### src/rtl/hazard3_regfile_ctrl.sv
// hazard3_regfile_ctrl
//   Front end for a 1-write/2-read register file without its own reset.
//   - Clears every register after reset (INIT), then hands the file to the core.
//   - Arbitrates core writeback against debug abstract-register access.
//   - Hard-wires x0 and forwards a same-cycle write to the registered read data.
// Ports
//   clk, rst_n                       clock, async active-low reset
//   core_raddr1/2, core_rdata1/2     core read ports, 1-cycle latency
//   core_waddr/wdata/wen             core writeback
//   core_stall                       file unavailable to the core this cycle
//   init_done                        clear sequence complete (sticky)
//   dbg_halted/req/write/addr/wdata  debug request (held until dbg_ack)
//   dbg_ack, dbg_rdata               one-cycle completion pulse and read result
//   rf_*                             regfile ports (hazard3_regfile_1w2r)
module hazard3_regfile_ctrl #(
  parameter int N_REGS = 32,
  parameter int W_DATA = 32,
  parameter int W_ADDR = 5
) (
  input  logic              clk,
  input  logic              rst_n,
  input  logic [W_ADDR-1:0] core_raddr1,
  input  logic [W_ADDR-1:0] core_raddr2,
  output logic [W_DATA-1:0] core_rdata1,
  output logic [W_DATA-1:0] core_rdata2,
  input  logic [W_ADDR-1:0] core_waddr,
  input  logic [W_DATA-1:0] core_wdata,
  input  logic              core_wen,
  output logic              core_stall,
  output logic              init_done,
  input  logic              dbg_halted,
  input  logic              dbg_req,
  input  logic              dbg_write,
  input  logic [W_ADDR-1:0] dbg_addr,
  input  logic [W_DATA-1:0] dbg_wdata,
  output logic              dbg_ack,
  output logic [W_DATA-1:0] dbg_rdata,
  output logic [W_ADDR-1:0] rf_raddr1,
  output logic [W_ADDR-1:0] rf_raddr2,
  input  logic [W_DATA-1:0] rf_rdata1,
  input  logic [W_DATA-1:0] rf_rdata2,
  output logic [W_ADDR-1:0] rf_waddr,
  output logic [W_DATA-1:0] rf_wdata,
  output logic              rf_wen
);

  localparam logic [2:0] S_INIT      = 3'd0;
  localparam logic [2:0] S_RUN       = 3'd1;
  localparam logic [2:0] S_DBG_ISSUE = 3'd2;
  localparam logic [2:0] S_DBG_RESP  = 3'd3;
  localparam logic [2:0] S_DBG_WAIT  = 3'd4;

  localparam logic [W_ADDR-1:0] LAST_REG = W_ADDR'(N_REGS - 1);

  logic [2:0]        state_q, state_d;
  logic [W_ADDR-1:0] cnt_q, cnt_d;
  logic              init_done_q, init_done_d;

  // Read-side flags captured alongside the regfile's own read register.
  logic              zero1_q, zero2_q, byp1_q, byp2_q;
  logic [W_DATA-1:0] wdata_q;

  always_comb begin
    state_d     = state_q;
    cnt_d       = cnt_q;
    init_done_d = init_done_q;
    rf_raddr1   = core_raddr1;
    rf_raddr2   = core_raddr2;
    rf_wen      = 1'b0;
    rf_waddr    = core_waddr;
    rf_wdata    = core_wdata;
    dbg_ack     = 1'b0;
    dbg_rdata   = '0;
    case (state_q)
      S_INIT: begin
        rf_wen   = 1'b1;
        rf_waddr = cnt_q;
        rf_wdata = '0;
        cnt_d    = cnt_q + 1'b1;
        if (cnt_q == LAST_REG) begin
          state_d     = S_RUN;
          init_done_d = 1'b1;
        end
      end
      S_RUN: begin
        rf_wen = core_wen && (core_waddr != '0);
        // A core write in the same cycle wins; debug simply retries next cycle.
        if (dbg_req && dbg_halted && !core_wen) state_d = S_DBG_ISSUE;
      end
      S_DBG_ISSUE: begin
        rf_raddr1 = dbg_addr;
        if (dbg_write && (dbg_addr != '0)) begin
          rf_wen   = 1'b1;
          rf_waddr = dbg_addr;
          rf_wdata = dbg_wdata;
        end
        state_d = S_DBG_RESP;
      end
      S_DBG_RESP: begin
        dbg_ack = 1'b1;
        if (!dbg_write && (dbg_addr != '0)) dbg_rdata = rf_rdata1;
        state_d = S_DBG_WAIT;
      end
      S_DBG_WAIT: begin
        // Wait for the requester to drop req so a held request is not re-issued.
        if (!dbg_req) state_d = S_RUN;
      end
      default: state_d = S_INIT;
    endcase
  end

  always_ff @(posedge clk or negedge rst_n) begin
    if (!rst_n) begin
      state_q     <= S_INIT;
      cnt_q       <= '0;
      init_done_q <= 1'b0;
      zero1_q     <= 1'b0;
      zero2_q     <= 1'b0;
      byp1_q      <= 1'b0;
      byp2_q      <= 1'b0;
      wdata_q     <= '0;
    end else begin
      state_q     <= state_d;
      cnt_q       <= cnt_d;
      init_done_q <= init_done_d;
      zero1_q     <= (rf_raddr1 == '0);
      zero2_q     <= (rf_raddr2 == '0);
      byp1_q      <= rf_wen && (rf_waddr == rf_raddr1);
      byp2_q      <= rf_wen && (rf_waddr == rf_raddr2);
      wdata_q     <= rf_wdata;
    end
  end

  // The regfile returns pre-write data on a same-cycle collision, hence the bypass.
  assign core_rdata1 = zero1_q ? '0 : (byp1_q ? wdata_q : rf_rdata1);
  assign core_rdata2 = zero2_q ? '0 : (byp2_q ? wdata_q : rf_rdata2);
  assign core_stall  = (state_q != S_RUN);
  assign init_done   = init_done_q;

endmodule
### config.mk
export PLATFORM = sky130hd
export DESIGN_NAME = hazard3_regfile_ctrl
export DESIGN_NICKNAME = d
export VERILOG_FILES = /design/src/rtl/hazard3_regfile_ctrl.sv
export SDC_FILE = /design/constraint.sdc
export NUM_CORES = 1
export LEC_CHECK = 0
export CAP_MARGIN = 20
export CORE_AREA = 2 2 118 120
export DETAILED_ROUTE_END_ITERATION = 10
export DIE_AREA = 0 0 120 122
export PLACE_DENSITY = 0.68
export SYNTH_ARGS = -nofsm -noshare
export SYNTH_HDL_FRONTEND = slang
export SYNTH_SLANG_ARGS = --single-unit
### constraint.sdc
create_clock -name clk -period 5.2 [get_ports clk]
set_input_delay 0.52 -clock clk [delete_from_list [all_inputs] [get_ports clk]]
set_output_delay 0.52 -clock clk [all_outputs]
set_load 0.1 [all_outputs]
# ---- Yosys cells after proc, flatten, opt, wreduce, memory -nomap -nowiden
# Cells that the tools add are included.
dict set report totals {
  ff_bits 45
  out_inout_bits 147
  wordCells 54
}
dict set report classes {
  n_addsub 1
  eq_ne 11
  n_mux 18
  reduce_logical 16
}
# operator count
set op_table {}
lappend op_table {{32-bit two-way mux} 7}
lappend op_table {{32-bit one-hot mux with 2 select lines} 1}
lappend op_table {{3-bit one-hot mux with 5 select lines} 1}
lappend op_table {{5-bit == test} 2}
lappend op_table {{5-bit zero test} 2}
lappend op_table {{5-bit two-way mux} 2}
lappend op_table {{5-bit one-hot mux with 2 select lines} 1}
lappend op_table {{5-bit nonzero test} 2}
lappend op_table {{3-bit two-way mux} 3}
lappend op_table {{1-bit logical AND} 7}
lappend op_table {{3-bit by 2-bit == test with 1-bit output, second input constant} 2}
lappend op_table {{2-bit != test, second input constant} 3}
lappend op_table {{5-bit by 1-bit adder with 5-bit output, second input constant} 1}
lappend op_table {{5-bit == test, second input constant} 1}
lappend op_table {{3-bit by 1-bit == test with 1-bit output, second input constant} 1}
lappend op_table {{3-bit == test, second input constant} 1}
lappend op_table {{3-bit zero test} 1}
lappend op_table {{3-bit by 1-bit != test with 1-bit output, second input constant} 1}
lappend op_table {{1-bit one-hot mux with 3 select lines} 1}
lappend op_table {{3-bit AND reduction} 1}
lappend op_table {{1-bit zero test} 2}
lappend op_table {{1-bit two-way mux} 2}
lappend op_table {{2-bit AND reduction} 1}

# ---- Logic depth before layout (Yosys ltp)
# Gate-level depths: netlist of the first run.
dict set report depth {
  depth_word 6
  depth_mapped 7
  mapped_depth_nobuf 6
}

# ---- Least setup slack after synthesis of the first run
# No wires, ideal clock.
dict set report synth_path {
  path_type {input port to flip-flop}
  start {input dbg_addr[4]}
  end {register byp2_q}
  setup_ns 0.098
  arrival_time_ns 3.386
  t_required_ns 5.102
  slack_ns 1.716
  path_stages 5
  path_buffers 0
  path_cell_list {nor3_1 nand3_1 a31oi_1 xor2_1 nor4_2}
}
dict set report synth_via {
  elab_chain_len 6
  elab_cells_between_ends 8
  classes_between {1 x eq/ne; 4 x mux; 3 x reduce/logical}
}
# item line
set synth_rtl {}
lappend synth_rtl {{from (decl)} 34} ;# input logic [W_ADDR-1:0] dbg_addr,
lappend synth_rtl {{5-bit nonzero test} 92} ;# if (dbg_write && (dbg_addr != '0)) begin
lappend synth_rtl {{1-bit logical AND} 92}
lappend synth_rtl {{5-bit two-way mux} 92}
lappend synth_rtl {{5-bit one-hot mux with 2 select lines} 74} ;# case (state_q)
lappend synth_rtl {{net rf_waddr[1]} 42} ;# output logic [W_ADDR-1:0] rf_waddr,
lappend synth_rtl {{5-bit == test} 129} ;# byp2_q <= rf_wen && (rf_waddr == rf_raddr2);
lappend synth_rtl {{1-bit logical AND} 129}
lappend synth_rtl {{to (signal assigned)} 129}
lappend synth_rtl {{to (decl)} 60} ;# logic zero1_q, zero2_q, byp1_q, byp2_q;
# The timed path passes the listed nets, and every way through them passes these cells.
# A chain may end at the register's enable or synchronous reset.

# ---- Final worst setup path of the first run
dict set report layout_path {
  start {input dbg_addr[0]}
  end {output rf_waddr[2]}
}
dict set report layout_via {
  elab_chain_len 4
}
# item line
set layout_rtl {}
lappend layout_rtl {{5-bit nonzero test} 92}
lappend layout_rtl {{1-bit logical AND} 92}
lappend layout_rtl {{5-bit two-way mux} 92}
lappend layout_rtl {{5-bit one-hot mux with 2 select lines} 74}
lappend layout_rtl {{to (decl)} 42}
# No other way between the ends.

==> flow_summary.json, run 1 <==
{
  "outcome": "completed",
  "die_h_um": 122,
  "worstPathMaxFanout": 6,
  "syn_avg_cell_area_um2": 8.85,
  "post-route-period-util_pct": 78.8,
  "grt_pass1_vias": 4037,
  "htreeDepth": 2,
  "insertion_delay_ps": 280,
  "ys_seq_elements": 45,
  "relSlewSlack_pct": 31.3,
  "drt-vias-per-instance": 4.78,
  "start_kind": "input port",
  "ys_types": 49,
  "drt-total-wl_mm": 15.8,
  "grtUsageTotal_pct": 20.2,
  "post-route-cell-area_um2": 6660,
  "post_cts_buffers": 0,
  "drive_above_1_share_pct": 8.89,
  "overflow": 0,
  "cts.path.max_buffers": 2,
  "nets": 819,
  "mostFrequentLayoutCell": "clkdlybuf4s50_1",
  "drc": 0,
  "crit_start": "dbg_addr[0]",
  "cts_hold_buffers": 0,
  "cts_resized": 0,
  "slowest_delay_ps": 1180,
  "irDropWorstVdd_v": 0.000732,
  "path_buf_inv": 2,
  "seq_area_frac_synth_pct": 33.1,
  "cap_violations": 0,
  "grt_pass1_wl_mm": 23.2,
  "rsz0062_at_grt": "false",
  "syn_inst": 385,
  "clkTransAtPathRegs_ps": 60,
  "arrival_ps": 3580,
  "start_util_pct": 25.2,
  "criticalPathCategory": "input port to primary output",
  "async_flop_share_pct": 100,
  "finalSetupTns_ps": 0,
  "die_w_um": 120,
  "io_pins": 301,
  "tritoncts": "done",
  "io_buffers": 300,
  "final-setup-viol-count": 0,
  "core_area_um2": 13500,
  "antenna_found_initial": 0,
  "hold_viol_final": 0,
  "placed_area_um2": 6410,
  "worst_pin_slew_ps": 1030,
  "crit_chain": "clkdlybuf4s50_1 -> nor3_1 -> a21bo_2 -> a311o_1 -> clkdlybuf4s50_1",
  "ant_nets": 0,
  "drv_slew": 0,
  "num_vias": 4033,
  "synth_edf_count": 0,
  "slowest_stage": "clkdlybuf4s50_1",
  "drt_iter0_drc": 151,
  "min_period_ps": 4100,
  "critPathRequiredTime_ps": 4680,
  "dp_hpwl_mm": 12.7,
  "mostFrequentLayoutCells": "clkdlybuf4s50_1 (267), nor2_1 (70), mux2i_1 (69), dfrtp_1 (43)",
  "critPathCaptureType": "primary output",
  "clock_skew_ps": 7.40,
  "rows": 43,
  "synth_area_um2": 3410,
  "syn-num-nets": 541,
  "cpMostUsedCell": "clkdlybuf4s50_1",
  "diodes": 0,
  "num-fill-cells": 1283,
  "ys.flop_type": "dfrtp_1",
  "power.leakage_nw": 2.71,
  "grt_start_max_net_pins": 46,
  "area_growth_pct": 95.4,
  "hp-class": "input port to async pin",
  "cpLargestDelayFamily": "buffers and inverters",
  "fmax_mhz": 244,
  "cts_sinks": 45,
  "numCtsBuffers": 5,
  "root_buffer": "clkbuf_16",
  "synth.yosys.warnings": 0,
  "gp_congestion": 0.874,
  "dieArea_um2": 14600,
  "dr.pass1.iters": 5,
  "p_per_area_nw_per_um2": 629,
  "r2r-start": "state_q[1]",
  "wl_per_cell_um": 18.7
}
[power by group]
group          switching [mW]  total (mW)  leakage, nW  internal [mW]
clock                   0.122       0.326       0.0799          0.203
combinational            2.41        3.20         2.05          0.790
sequential              0.191       0.667        0.586          0.476
[registers in the layout, summed over array words and instances (netlist names)]
signal,count
init_done,1
zero1_q,1
byp1_q,1
byp2_q,1
wdata_q,32
zero2_q,1
state_q,3
cnt_q,5
[per-stage QoR]
| stage | std cells | hold WS [ps] | power [mW] | worst slack [ps] | utilization, % |
|---|---|---|---|---|---|
| CTS | 840 | 469 | 4.19 | 923 | 48.6 |
| floorplan | 385 | 224 | 3.08 | 1720 | - |
| global placement | 832 | 450 | 3.83 | 1240 | 47.5 |
| detailed placement | 832 | 455 | 3.86 | 1130 | 47.5 |
| finish | 844 | 81.6 | 4.19 | 1100 | 49.3 |
| global route | 844 | 79.4 | 4.34 | 987 | 49.3 |
[layout make-up]
class | instances | area, um^2 | area share, %
Sequential cell | 45 | 1130 | 17.0
Multi-Input combinational cell | 296 | 2090 | 31.4
Inverter | 9 | 33.8 | 0.508
Clock inverter | 1 | 5.00 | 0.0752
Tap cell | 180 | 225 | 3.38
Timing Repair Buffer | 306 | 3020 | 45.4
Clock buffer | 7 | 153 | 2.29
[cells by family after synthesis]
logic type                 synth area share (%)
AOI/OAI and AO/OA                          15.2
muxes                                      20.3
buffers and inverters                      6.02
DFF                                        33.1
and+or+nand+nor                            23.4
adders and majority gates                 0.735
xor gates and xnor gates                   1.29
[per-layer routing]
layer	track usage [%]	vias to the layer above	wire [um]
met5	0	-	0
met4	3.53	0	150
met3	3.65	12	975
met2	36.1	180	8130
li1	-	1927	-
met1	25.8	1914	6520
[synth_stat cells, drive strengths merged (2+ instances only)]
master	n	area share [%]
nand2b	3	0.55
nor2b	4	0.73
o221ai	2	0.51
dfrtp	45	33
a22o	34	8.7
ha	2	0.73
o22ai	2	0.37
nand4	5	0.92
and2	34	6.2
xor2	2	0.51
nor2	70	7.7
nor3b	3	0.99
and4	2	0.51
nor3	4	0.59
or4	3	0.66
clkbuf	16	1.8
inv	9	0.99
o21ai	10	1.6
nor4	2	0.73
and3	4	0.73
nand2	10	1.1
xnor2	3	0.77
mux2i	69	20
buf	19	3.3
a31o	2	0.51
nand3	5	0.73
a21oi	4	0.59
[path summary, 6_finish.rpt]
path                                to  slack (ps)  depth (start not counted)
max                        rf_waddr[2]        1100                          5
min reg2reg                  init_done         460                          1
min                         wdata_q[1]          80                          1
max in group asynchronous  wdata_q[14]        4650                          2
max reg2reg                     byp1_q        2480                          6
min in group clk             init_done         460                          1
Note: power is estimated with default switching activity, not from simulation.
==> inputs of run 2 (changes only) <==
PLACE_DENSITY = 0.7   (was 0.68)
clock period = 3.35 ns   (was 5.2 ns; I/O delays follow)
==> flow_summary.json, run 2 (synthesis gave the netlist of run 1 again) <==
{
  "slowest_delay_ps": 640,
  "arrival_ps": 2560,
  "crit_end": "rf_wdata[4]",
  "top_regs": "wdata_q: 32 flops, cnt_q: 5 flops, state_q: 3 flops",
  "grt_pass1_wl_mm": 23.3,
  "start_kind": "flop",
  "drt-total-wl_mm": 15.7,
  "grt_start_max_net_pins": 33,
  "start_util_pct": 25.2,
  "rrSetupSlack_ps": 1200,
  "crit_start": "state_q[0]",
  "core_area_um2": 13500,
  "io_buffers": 300,
  "grt_pass1_vias": 4066,
  "antenna_found_initial": 0,
  "instances_no_fill": 853,
  "overflow": 0,
  "power.leakage_nw": 3.02,
  "cap_violations": 0,
  "wl_per_cell_um": 18.4,
  "cts_sinks": 45,
  "slowest_stage": "nor2b_4",
  "area_growth_pct": 102,
  "root_buffer": "clkbuf_16",
  "largest_reg_flops": 32,
  "rr_endpoint": "wdata_q[4]",
  "ant_nets": 0,
  "diodes": 0,
  "num_vias": 4107,
  "rr_worst_depth": 4,
  "worstPathMaxFanout": 22,
  "die_h_um": 122,
  "io_pins": 301,
  "final-setup-viol-count": 0,
  "dp_hpwl_mm": 12.6,
  "nets": 828,
  "post-route-period-util_pct": 86.3,
  "cts_hold_buffers": 0,
  "insertion_delay_ps": 280,
  "rsz0062_at_grt": "false",
  "dieArea_um2": 14600,
  "critPathRequiredTime_ps": 3010,
  "crit_chain": "nor3b_4 -> nor2b_4 -> buf_4 -> a22o_1 -> buf_12",
  "clkTransAtPathRegs_ps": 70,
  "drv_slew": 0,
  "worst_pin_slew_ps": 1040,
  "critPathCaptureType": "primary output",
  "hp-class": "input port to async pin",
  "mostFrequentLayoutCells": "clkdlybuf4s50_1 (153), buf_4 (124), nor2_1 (70), mux2i_1 (69), dfrtp_1 (43)",
  "relSlewSlack_pct": 30.8,
  "drt_iter0_drc": 116,
  "top_register": "wdata_q",
  "cts.path.max_buffers": 2,
  "mostFrequentLayoutCell": "clkdlybuf4s50_1",
  "drive_above_1_share_pct": 26.9,
  "criticalPathCategory": "flop to primary output",
  "numCtsBuffers": 5,
  "drt-vias-per-instance": 4.81,
  "dr.pass1.iters": 4,
  "fmax_mhz": 346,
  "tritoncts": "done",
  "htreeDepth": 2,
  "min_period_ps": 2890,
  "irDropWorstVdd_v": 0.000927,
  "drc": 0,
  "grtUsageTotal_pct": 20.3,
  "die_w_um": 120,
  "gp_congestion": 0.866,
  "rows": 43,
  "finalSetupTns_ps": 0,
  "place_inst": 844,
  "r2r-start": "state_q[0]",
  "clock_skew_ps": 4.89,
  "p_per_area_nw_per_um2": 1020,
  "hold_viol_final": 0,
  "outcome": "completed"
}
==> run 2: cell count changes in the layout (fill, tap and decap cells not counted), sizes merged <==
cell | before | now
buf | 38 | 162
bufinv | 0 | 1
clkbuf | 8 | 7
clkdlybuf4s50 | 267 | 153
clkinv | 1 | 0
==> run 2: cell type report <==
type | count | area (um^2)
Fill cell | 1237 | 6630
Timing Repair Buffer | 315 | 3220
Clock inverter | 1 | 30.0
Tap cell | 180 | 225
Multi-Input combinational cell | 296 | 2090
Sequential cell | 45 | 1130
Inverter | 9 | 33.8
Clock buffer | 7 | 143
==> run 2: stage by stage <==
| stage | cell area, um^2 | total power, mW | util [%] | hold slack (ps) | setup slack (ps) |
|---|---|---|---|---|---|
| final | 6870 | 7.03 | 50.9 | 16.4 | 460 |
| after global routing | 6870 | 7.27 | 50.9 | 42.8 | 332 |
| after CTS | 6840 | 7.05 | 50.6 | 23.9 | 86.8 |
| after detailed placement | 6670 | 6.45 | 49.4 | 337 | 194 |
| after global placement | 6670 | 6.43 | 49.4 | 329 | 258 |
| after floorplan | 3410 | 4.78 | - | 39.4 | 51.1 |
==> run 2: timing repair <==
action,CTS,global route
resized for setup,0,1
setup endpoints to repair,0,6
setup buffers,0,0
==> run 2: layer usage <==
metal / share of wire (%) / routed length [um] / GRT usage (%) / vias to the layer above
li1: - / - / - / 1938
met1: 40 / 6270 / 24.5 / 1931
met2: 52 / 8100 / 36.6 / 208
met3: 6.6 / 1040 / 3.84 / 30
met4: 2.0 / 316 / 5.96 / 0
met5: 0 / 0 / 0 / -
==> run 2: power by group <==
| part | switching [mW] | internal (mW) | total (mW) |
|---|---|---|---|
| registers | 0.244 | 0.740 | 0.984 |
| logic | 3.85 | 1.61 | 5.46 |
| clock network | 0.213 | 0.373 | 0.586 |
==> run 2: worst max-delay path: cells and delay by family, from the launching register on <==
kind / cells / cell delay [ps]
DFF: 1 / 410
AOI/OAI and AO/OA: 1 / 250
buffers and inverters: 2 / 510
and+or+nand+nor: 2 / 1090
==> run 2: how the worst min path moves through the flow <==
| stage | to | depth (start not counted) |
|---|---|---|
| global route | byp1_q | 1 |
| floorplan | byp1_q | 0 |
| detailed placement | byp1_q | 1 |
| CTS | byp1_q | 1 |
| global placement | byp1_q | 1 |
| finish | byp1_q | 1 |
==> inputs of run 3 (changes only) <==
PLACE_DENSITY = 0.68   (was 0.7)
clock period = 3.5 ns   (was 3.35 ns; I/O delays follow)
==> flow_summary.json, run 3 (synthesis gave the netlist of run 1 again) <==
{
  "final-setup-viol-count": 0,
  "tritoncts": "done",
  "finalSetupTns_ps": 0,
  "arrival_ps": 2890,
  "cap_violations": 0,
  "dr.pass1.iters": 4,
  "irDropWorstVdd_v": 0.000748,
  "ant_nets": 0,
  "rr_endpoint": "wdata_q[19]",
  "cts.path.max_buffers": 2,
  "outcome": "completed",
  "overflow": 0,
  "drive_above_1_share_pct": 26.5,
  "grt_start_max_net_pins": 33,
  "start_kind": "flop",
  "drt-total-wl_mm": 16.0,
  "dp_hpwl_mm": 13.1,
  "io_buffers": 300,
  "dieArea_um2": 14600,
  "worstPathMaxFanout": 21,
  "grt_pass1_wl_mm": 23.8,
  "post_cts_buffers": 0,
  "die_w_um": 120,
  "critPathCaptureType": "primary output",
  "die_h_um": 122,
  "rows": 43,
  "fin_hold_ws_ps": 18.9,
  "cts_sinks": 45,
  "crit_chain": "nor3b_4 -> nor2b_2 -> buf_4 -> a22o_1 -> buf_12",
  "drc": 0,
  "cpLargestDelayFamily": "simple AND/OR/NAND/NOR gates",
  "hold_viol_final": 0,
  "mostFrequentLayoutCell": "clkdlybuf4s50_1",
  "slowest_stage": "nor2b_2",
  "drt-vias-per-instance": 4.80,
  "relSlewSlack_pct": 32.1,
  "fmax_mhz": 309,
  "power.leakage_nw": 3.01,
  "slowest_delay_ps": 860,
  "insertion_delay_ps": 290,
  "drt_iter0_drc": 234,
  "root_buffer": "clkbuf_16",
  "p_per_area_nw_per_um2": 992,
  "gp_congestion": 0.927,
  "rsz0062_at_grt": "false",
  "min_period_ps": 3240,
  "area_growth_pct": 101,
  "clkTransAtPathRegs_ps": 70,
  "top_register": "wdata_q",
  "clock_skew_ps": 4.36,
  "critPathRequiredTime_ps": 3150,
  "io_pins": 301,
  "cts_hold_buffers": 0,
  "start_util_pct": 25.2,
  "num_vias": 4072,
  "path_buf_inv": 2,
  "core_area_um2": 13500,
  "rrSetupSlack_ps": 1010,
  "worst_pin_slew_ps": 1020,
  "htreeDepth": 2,
  "numCtsBuffers": 5,
  "hp-class": "input port to async pin",
  "nets": 823,
  "top_regs": "wdata_q: 32 flops, cnt_q: 5 flops, state_q: 3 flops",
  "drv_slew": 0,
  "r2r-start": "state_q[0]",
  "diodes": 0,
  "grt_pass1_vias": 4068,
  "grtUsageTotal_pct": 21.0,
  "largest_reg_flops": 32,
  "wl_per_cell_um": 18.9,
  "mostFrequentLayoutCells": "clkdlybuf4s50_1 (153), buf_4 (119), nor2_1 (70), mux2i_1 (69), dfrtp_1 (43)",
  "criticalPathCategory": "flop to primary output",
  "rr_worst_depth": 4,
  "post-route-period-util_pct": 92.5,
  "antenna_found_initial": 0,
  "cts_resized": 0
}
run 3: cell type report:
class	instances	area (um^2)
clock buffer	5	125
sequential	45	1130
multi-input combinational	296	2090
clock inverter	3	65.1
timing repair buffer	310	3190
inverter	9	33.8
fill	1240	6650
tap	180	225
run 3: layer usage:
layer / vias up / track usage, % / routed length, um
met1: 1899 / 26.4 / 6550
met5: - / 0 / 0
met3: 25 / 4.35 / 1100
met4: 0 / 5.44 / 306
li1: 1931 / - / -
met2: 217 / 36.6 / 8080
run 3: through the flow:
step | total power, mW | setup slack, ps | cell area (um^2) | util [%] | std cells
floorplan | 4.57 | 186 | 3410 | - | 385
global placement | 6.17 | 325 | 6610 | 48.9 | 838
detailed placement | 6.20 | 261 | 6610 | 48.9 | 838
CTS | 6.83 | 171 | 6800 | 50.3 | 846
global route | 7.02 | 70.6 | 6850 | 50.7 | 848
finish | 6.80 | 262 | 6850 | 50.7 | 848
run 3: power breakdown:
part | switching, mW | internal, mW | total [mW]
Sequential | 0.267 | 0.708 | 0.975
Clock | 0.202 | 0.408 | 0.610
Combinational | 3.68 | 1.54 | 5.22
run 3: worst max-delay path by stage:
stage	startpoint	end	slack, ps	cells past startpoint
after CTS	state_q[0]	rf_wdata[28]	170	5
after global routing	state_q[0]	rf_wdata[28]	70	5
final	state_q[0]	rf_wdata[19]	260	5
after floorplan	dbg_addr[4]	byp2_q	190	5
after global placement	dbg_addr[4]	rf_wdata[19]	320	7
after detailed placement	dbg_addr[3]	rf_wdata[28]	260	7
